### config.mk
export PLATFORM = sky130hd
export DESIGN_NAME = change_dispenser
export DESIGN_NICKNAME = d
export VERILOG_FILES = /design/src/rtl/change_dispenser.sv
export SDC_FILE = /design/constraint.sdc
export NUM_CORES = 1
export LEC_CHECK = 0
export ABC_AREA = 1
export BUFFER_PORTS_ARGS = -buffer_cell sky130_fd_sc_hd__buf_2
export CAP_MARGIN = 20
export CORE_MARGIN = 2
export CORE_UTILIZATION = 55
export CTS_CLUSTER_SIZE = 10
export DETAILED_ROUTE_END_ITERATION = 12
export PLACE_DENSITY = 0.74
export SETUP_SLACK_MARGIN = 0.05
export SYNTH_ARGS = -nofsm -noshare
export SYNTH_HDL_FRONTEND = slang
export SYNTH_SLANG_ARGS = --single-unit
### constraint.sdc
create_clock -name i_clk -period 4.28 [get_ports i_clk]
set_clock_uncertainty 0.1 [all_clocks]
set_input_delay 0.428 -clock i_clk [delete_from_list [all_inputs] [get_ports i_clk]]
set_output_delay 0.428 -clock i_clk [all_outputs]
set_load 0.02 [all_outputs]
### src/rtl/change_dispenser.sv
// Change dispenser: pays out 100-yen coins from a hopper one at a time, confirming
// each coin on the exit sensor, with jam timeout, empty stall and refill handling.
module change_dispenser #(
  parameter int unsigned TIMEOUT_CYCLES = 64,
  parameter int unsigned GAP_CYCLES     = 4,
  parameter logic [7:0]  INIT_COINS     = 8'd0
) (
  input  logic       i_clk,
  input  logic       i_rst_n,
  input  logic       i_change_valid,
  input  logic [4:0] i_change_amount,
  output logic       o_change_ready,
  output logic       o_hopper_eject,
  input  logic       i_hopper_coin_sensed,
  input  logic       i_refill_valid,
  input  logic [7:0] i_refill_count,
  input  logic       i_clear_error,
  output logic       o_pop_100_yen_coin,
  output logic [4:0] o_coins_owed,
  output logic [7:0] o_inventory,
  output logic       o_jam_error,
  output logic       o_empty_error
);

  typedef enum logic [2:0] {
    S_IDLE       = 3'd0,
    S_EJECT      = 3'd1,
    S_WAIT_SENSE = 3'd2,
    S_GAP        = 3'd3,
    S_EMPTY      = 3'd4,
    S_JAM        = 3'd5
  } state_t;

  // Both timers count from 0, so the terminal value is the cycle count minus one.
  localparam logic [15:0] TIMEOUT_LAST = 16'(TIMEOUT_CYCLES - 1);
  localparam logic [15:0] GAP_LAST     = 16'(GAP_CYCLES - 1);

  state_t      r_state;
  state_t      w_state_next;
  logic [15:0] r_timer;
  logic [15:0] w_timer_next;
  logic [4:0]  r_coins_owed;
  logic [4:0]  w_owed_next;
  logic [7:0]  r_inventory;
  logic [7:0]  w_inventory_next;
  logic [8:0]  w_inv_sum;
  logic [8:0]  w_inv_dec;
  logic        w_coin_taken;
  logic        w_eject_next;
  logic        w_pop_next;
  logic        r_hopper_eject;
  logic        r_pop;
  logic        r_change_ready;
  logic        r_jam_error;
  logic        r_empty_error;

  // Next-state, timer, owed count and pulse requests.
  always_comb begin
    w_state_next = r_state;
    w_timer_next = r_timer;
    w_owed_next  = r_coins_owed;
    w_eject_next = 1'b0;
    w_pop_next   = 1'b0;
    w_coin_taken = 1'b0;
    case (r_state)
      S_IDLE: begin
        if (i_change_valid && (i_change_amount != 5'd0)) begin
          w_owed_next  = i_change_amount;
          w_state_next = S_EJECT;
        end else begin
          w_state_next = S_IDLE;
        end
      end
      S_EJECT: begin
        if (r_inventory != 8'd0) begin
          w_eject_next = 1'b1;
          w_timer_next = 16'd0;
          w_state_next = S_WAIT_SENSE;
        end else begin
          w_state_next = S_EMPTY;
        end
      end
      S_WAIT_SENSE: begin
        // A sense arriving together with the last timeout count still wins.
        if (i_hopper_coin_sensed) begin
          w_coin_taken = 1'b1;
          w_pop_next   = 1'b1;
          w_owed_next  = r_coins_owed - 5'd1;
          w_timer_next = 16'd0;
          if (r_coins_owed <= 5'd1) begin
            w_state_next = S_IDLE;
          end else begin
            w_state_next = S_GAP;
          end
        end else if (r_timer == TIMEOUT_LAST) begin
          w_timer_next = 16'd0;
          w_state_next = S_JAM;
        end else begin
          w_timer_next = r_timer + 16'd1;
        end
      end
      S_GAP: begin
        if (r_timer == GAP_LAST) begin
          w_timer_next = 16'd0;
          w_state_next = S_EJECT;
        end else begin
          w_timer_next = r_timer + 16'd1;
        end
      end
      S_EMPTY: begin
        if (r_inventory != 8'd0) begin
          w_state_next = S_EJECT;
        end else begin
          w_state_next = S_EMPTY;
        end
      end
      S_JAM: begin
        if (i_clear_error) begin
          w_state_next = (r_coins_owed != 5'd0) ? S_EJECT : S_IDLE;
        end else begin
          w_state_next = S_JAM;
        end
      end
      default: begin
        w_state_next = S_IDLE;
        w_timer_next = 16'd0;
      end
    endcase
  end

  // Inventory: refill and coin decrement combine, floored at 0 and saturated at 255.
  always_comb begin
    w_inv_sum = {1'b0, r_inventory} + (i_refill_valid ? {1'b0, i_refill_count} : 9'd0);
    if (w_coin_taken && (w_inv_sum != 9'd0)) begin
      w_inv_dec = w_inv_sum - 9'd1;
    end else begin
      w_inv_dec = w_inv_sum;
    end
    if (w_inv_dec > 9'd255) begin
      w_inventory_next = 8'd255;
    end else begin
      w_inventory_next = w_inv_dec[7:0];
    end
  end

  // State, counters and registered outputs.
  always_ff @(posedge i_clk or negedge i_rst_n) begin
    if (!i_rst_n) begin
      r_state        <= S_IDLE;
      r_timer        <= 16'd0;
      r_coins_owed   <= 5'd0;
      r_inventory    <= INIT_COINS;
      r_hopper_eject <= 1'b0;
      r_pop          <= 1'b0;
      r_change_ready <= 1'b1;
      r_jam_error    <= 1'b0;
      r_empty_error  <= 1'b0;
    end else begin
      r_state        <= w_state_next;
      r_timer        <= w_timer_next;
      r_coins_owed   <= w_owed_next;
      r_inventory    <= w_inventory_next;
      r_hopper_eject <= w_eject_next;
      r_pop          <= w_pop_next;
      r_change_ready <= (w_state_next == S_IDLE);
      r_jam_error    <= (w_state_next == S_JAM);
      r_empty_error  <= (w_state_next == S_EMPTY);
    end
  end

  assign o_change_ready     = r_change_ready;
  assign o_hopper_eject     = r_hopper_eject;
  assign o_pop_100_yen_coin = r_pop;
  assign o_coins_owed       = r_coins_owed;
  assign o_inventory        = r_inventory;
  assign o_jam_error        = r_jam_error;
  assign o_empty_error      = r_empty_error;

endmodule
# Yosys cells after proc, flatten, opt, wreduce, memory -nomap -nowiden
# Index checks and enable logic that the tools add are counted.
dict set report word_totals {
  regBits 37
  out_inout_bits 18
  elab_cells 65
  in_bits 19
}
dict set report op_classes {
  n_eq_ne 12
  order_cmp 2
  n_mux 25
  reduce_logical 12
  n_addsub 4
  bitwise_logic 1
}
# cell n
set op_table {}
lappend op_table {{$mux 16} 4}
lappend op_table {{$pmux 16 s4} 1}
lappend op_table {{$mux 3} 6}
lappend op_table {{$pmux 3 s6} 1}
lappend op_table {{$add 16x1->16 const B} 1}
lappend op_table {{$eq 16x2->1 const B} 1}
lappend op_table {{$eq 16x6->1 const B} 1}
lappend op_table {{$mux 8} 2}
lappend op_table {{$eq 3x3->1 const B} 4}
lappend op_table {{$mux 5} 2}
lappend op_table {{$pmux 5 s2} 1}
lappend op_table {{$reduce_bool 5->1} 2}
lappend op_table {{$add 8x8->9} 1}
lappend op_table {{$gt 9x8->1 const B} 1}
lappend op_table {{$mux 9} 1}
lappend op_table {{$reduce_bool 9->1} 1}
lappend op_table {{$sub 9x1->9 const B} 1}
lappend op_table {{$reduce_bool 8->1} 1}
lappend op_table {{$eq 3x2->1 const B} 2}
lappend op_table {{$logic_not 3->1} 2}
lappend op_table {{$mux 1} 6}
lappend op_table {{$ne 2x2->1 const B} 3}
lappend op_table {{$le 5x1->1 const B} 1}
lappend op_table {{$sub 5x1->5 const B} 1}
lappend op_table {{other kinds (8)} 9}

# Longest topological paths before layout
dict set report depth {
  word_depth 7
  depth_mapped 18
  ltp_nobuf 17
}

# Worst setup path after synthesis
# No wires, ideal clock.
dict set report synth_timing {
  path_type {input to register}
  from {in i_refill_valid}
  to {reg r_inventory[0], in the netlist o_inventory[0]}
  t_required_ns 4.061
  arrival_time_ns 2.319
  setup_ns 0.119
  stages 17
  path_buffers 1
  slack_ns 1.742
  path_cell_list {clkbuf_1 -> nand2_1 -> inv_1 -> ha_1 -> fa_1 -> nand2_1 -> nand3_2 -> nand2_1 -> nand2_1 -> nand2_1 -> inv_2 -> nor2_4 -> nand3_2 -> nand2_4 -> nand2_1 -> nand2_4 -> nand2_1}
}
dict set report synth_between {
  elab_chain_cells 7
  elab_cells_between_ends 8
  cone_classes {add/sub: 2; order compare: 1; mux: 3; reduce/logical: 2}
}
# element line_no
set synth_rtl {}
lappend synth_rtl {{start, declared} 15} ;# input logic i_refill_valid,
lappend synth_rtl {{$mux 8 (*)} 133} ;# w_inv_sum = {1'b0, r_inventory} + (i_refill_valid ? {1'b0, i_refill_count} : 9'd0);
lappend synth_rtl {{$add 8x8->9 (*)} 133}
lappend synth_rtl {{branches (longest 2 deep; another with $sub 9x1->9)} --}
lappend synth_rtl {{$mux 9 (*)} 134} ;# if (w_coin_taken && (w_inv_sum != 9'd0)) begin
lappend synth_rtl {{$gt 9x8->1} 139} ;# if (w_inv_dec > 9'd255) begin
lappend synth_rtl {{$mux 8 (*)} 139}
lappend synth_rtl {{net w_inventory_next[0]} 45} ;# logic [7:0] w_inventory_next;
lappend synth_rtl {{end signal, assigned} 162} ;# r_inventory <= w_inventory_next;
lappend synth_rtl {{end, declared} 44} ;# logic [7:0] r_inventory;
# Mark *: on every way through the listed nets, which the timed path passes.
# A chain may end at the register's enable or synchronous reset.

# Worst setup path in the final report
dict set report layout_timing {
  from {reg r_inventory[0], in the netlist o_inventory[0]}
  to {reg r_inventory[4], in the netlist o_inventory[4]}
}
dict set report layout_between {
  elab_chain_cells 6
  elab_cells_between_ends 7
  cone_classes {add/sub: 2; order compare: 1; mux: 2; reduce/logical: 2}
}
# element line_no
set layout_rtl {}
lappend layout_rtl {{$add 8x8->9 (*)} 133}
lappend layout_rtl {{branches (longest 2 deep; another with $sub 9x1->9)} --}
lappend layout_rtl {{$mux 9 (*)} 134}
lappend layout_rtl {{$gt 9x8->1} 139}
lappend layout_rtl {{$mux 8 (*)} 139}
lappend layout_rtl {{net w_inventory_next[4]} 45}
# Marks and branches as above.

==> flow_summary.toml <==
[synth]
yosys.area.top_type = "dfrtp_1"
synthesis.area_um2 = 2640
synth_top_area_share_pct = 34.2
synth_nets = 406
synth_warnings = 0
synth_top_family_by_area = "simple AND/OR/NAND/NOR gates"
synthSimpleGateAreaFrac_pct = 36.1
synth_seq_cells = 37
synth_compound_area_share_pct = 9.02
synth_edf_count = 0
ys_top_cells_by_area = "dfrtp_1, nand2_1, inv_1"
synth_xor_area_share_pct = 3.99
synth_mux_area_share_pct = 0
netlist_instances = 373
synth.avg_cell_area_um2 = 7.06
synthArstFlopShare_pct = 100
synth_cell_types = 37
ys_seq_area_share_pct = 35.2
synth_flop_cell = "dfrtp_1"
synthAdderAreaFrac_pct = 6.93

[floorplanning]
die_area_um2 = 5360
dieWidth_um = 73.2
io_pins = 37
row_count = 25
start_util_pct = 56.5
die_height_um = 73.2
coreArea_um2 = 4660

[clock_network]
holdBufCountCts = 0
cts_made_buffers = 5
cts.sinks = 37
ctsHtreeMaxLevel = 2
clk_pin_slew_ps = 70
post-cts-setup-buffers = 0
clk_latency_ps = 290
cts-root-buf = "clkbuf_8"
post_cts_resized = 0
clk_path_buf_depth = 2
cts_tree = "built"

[route]
top_layer = "met4"
route.detailed.wl_per_inst_um = 12.9
antenna_left = 0
wl_met2_mm = 2.79
drtIter0Drc = 172
met3_length_um = 336
vias_per_cell = 5.40
routed_wl_mm = 6.03
firstDrtPassIters = 4
via_count = 2527
wl_met1_mm = 2.85
route.detailed.drc = 0

[timing]
tightest_slew_ps = 804
finalCritPeriodShare_pct = 59.2
tns_ps = 0
relSlewSlack_pct = 46.4
period_needed_ps = 2530
hold_viol_final = 0
drv_slew = 0
fmax_mhz = 395
rsz0062_at_grt = "false"
setup_viol_count_final = 0

[global_routing]
grt_max_degree = 38
grt-ovfl-total = 0
grt_pass1_wl_mm = 10.4
grt_pass1_vias = 2392
grt_use_total_pct = 24.8
grt_antenna_before_repair = 0

[worst_setup_path]
cp_cell_sequence = "ha_1 > fa_1 > nand2_1 > nand3_2 > nand2_1 > nand2_1 > nand2_1 > inv_2 > nor2_4 > nand3_2 > nand2_4 > nand2_1 > nand2_4 > nand2_1"
criticalPathCategory = "flop to flop"
r2r_start = "o_inventory[0]$_DFF_PN0_"
crit_family = "simple AND/OR/NAND/NOR gates"
ff2ff_setup_slack_ps = 1750
r2r_cells = 14
critPathLaunchType = "flop"
rr_endpoint = "o_inventory[4]$_DFF_PN0_"
cp_common_cell = "nand2_1"
path_buf_inv = 1
cp_max_fo = 10
cp_slowest_stage_delay_ps = 420
cp-end-kind = "flop"
cpMaxStageDelayCell = "dfrtp_1"
cp.arrival_ps = 2610
cp.required_ps = 4360

[final_layout]
fillerInstances = 428
layout.nets = 446
diodes = 0
post-route-util_pct = 64.5
drive_above_1_share_pct = 16.4
synthToLayoutAreaGrowth_pct = 14.1

[hold_path]
min_path_type = "input port to async pin"

[placed_design]
io_buffers = 36
place_hpwl_mm = 4.65
gp_congestion = 0.860

[pwr]
p_per_area_nw_per_um2 = 645
peakVddDrop_v = 0.000380
power_leakage_uw = 0.00155

[status]
status = "finished, final reports clean"

[run]
maxCapViolCount = 0
==> stage by stage <==
step	area [um^2]	setup WS [ps]	cells	hold slack [ps]	total power, uW
2_1_floorplan	2640	1740	373	32.4	1310
3_3_place_gp	2870	1570	460	419	1560
3_5_place_dp	2870	1510	460	422	1580
4_1_cts	3010	1740	468	145	1940
5_1_grt	3010	1530	468	190	2100
6_report	3010	1750	468	123	1940
==> how the worst max path moves through the flow <==
stage | cells after the start | from | slack (ps) | end
after detailed placement | 17 | i_refill_valid | 1510 | o_inventory[4]$_DFF_PN0_
after CTS | 14 | o_inventory[0]$_DFF_PN0_ | 1740 | o_inventory[4]$_DFF_PN0_
final | 14 | o_inventory[0]$_DFF_PN0_ | 1750 | o_inventory[4]$_DFF_PN0_
after floorplan | 17 | i_refill_valid | 1740 | o_inventory[0]$_DFF_PN0_
after global routing | 14 | o_inventory[0]$_DFF_PN0_ | 1530 | o_inventory[6]$_DFF_PN0_
after global placement | 17 | i_refill_valid | 1570 | o_inventory[6]$_DFF_PN0_
==> area by class of cell <==
type | instances | area [um^2] | share of cell area, %
Multi-Input combinational cell | 275 | 1480 | 49.1
Timing Repair Buffer | 36 | 180 | 6.00
Clock inverter | 3 | 65.1 | 2.16
Tap cell | 54 | 67.6 | 2.25
Inverter | 58 | 220 | 7.33
Sequential cell | 37 | 927 | 30.8
Clock buffer | 5 | 68.8 | 2.29
==> layer usage <==
layer  GRT usage [%]  vias to the layer above
li1                -                     1281
met1            33.9                     1168
met2            40.0                       70
met3            4.28                        8
met4            7.61                        0
met5               0                        -
==> synth_stat cells, types with 2 or more instances <==
cell and number:
clkbuf_1 3, inv_2 3, xnor2_1 2, nand2_4 2, nand4_1 13, nand3b_1 2, nand3_1 26, a21oi_1 9
nand3_2 2, o22ai_1 5, inv_1 53, nor2_1 33, nor2_4 3, o21ai_2 2, nor3_1 11, nor2_2 6
a31oi_1 2, nand2_1 108, a211oi_1 2, xor2_1 10, o21ai_0 12, nand2_2 2, ha_1 13, dfrtp_1 36
==> layout by cell type, fill, tap and decap left out, drive strengths merged, types with 5 or more instances in the layout <==
| cell type | instances |
|---|---|
| clkbuf | 5 |
| ha | 13 |
| o22ai | 5 |
| nor2 | 42 |
| o21ai | 15 |
| dfrtp | 36 |
| a21oi | 9 |
| nand4 | 13 |
| buf | 36 |
| inv | 57 |
| nor3 | 11 |
| nand3 | 28 |
| nand2 | 112 |
| xor2 | 10 |
==> flip-flops by register name, indices dropped and copies added, names as in the netlist <==
register            cells
o_pop_100_yen_coin      1
r_timer                16
o_coins_owed            5
r_state                 3
o_change_ready          1
o_empty_error           1
o_hopper_eject          1
o_inventory             8
o_jam_error             1
==> kinds of logic (layout without fill, tap and decap cells) <==
logic type               count (synthesis)  after routing
AO/OA/AOI/OAI                           39             39
XOR/XNOR                                12             12
adder cells (fa/ha/maj)                 14             14
buffers and inverters                   61            102
flip-flops                              37             37
AND/OR/NAND/NOR                        210            210
==> where the power goes <==
part	internal, uW	switching [uW]	total, uW	leakage [uW]
Clock	231	122	354	0.0000681
Sequential	441	91.5	532	0.000461
Combinational	340	711	1050	0.00102
Total	1010	925	1940	0.00155
No activity file was read; power rests on OpenSTA's default activity.
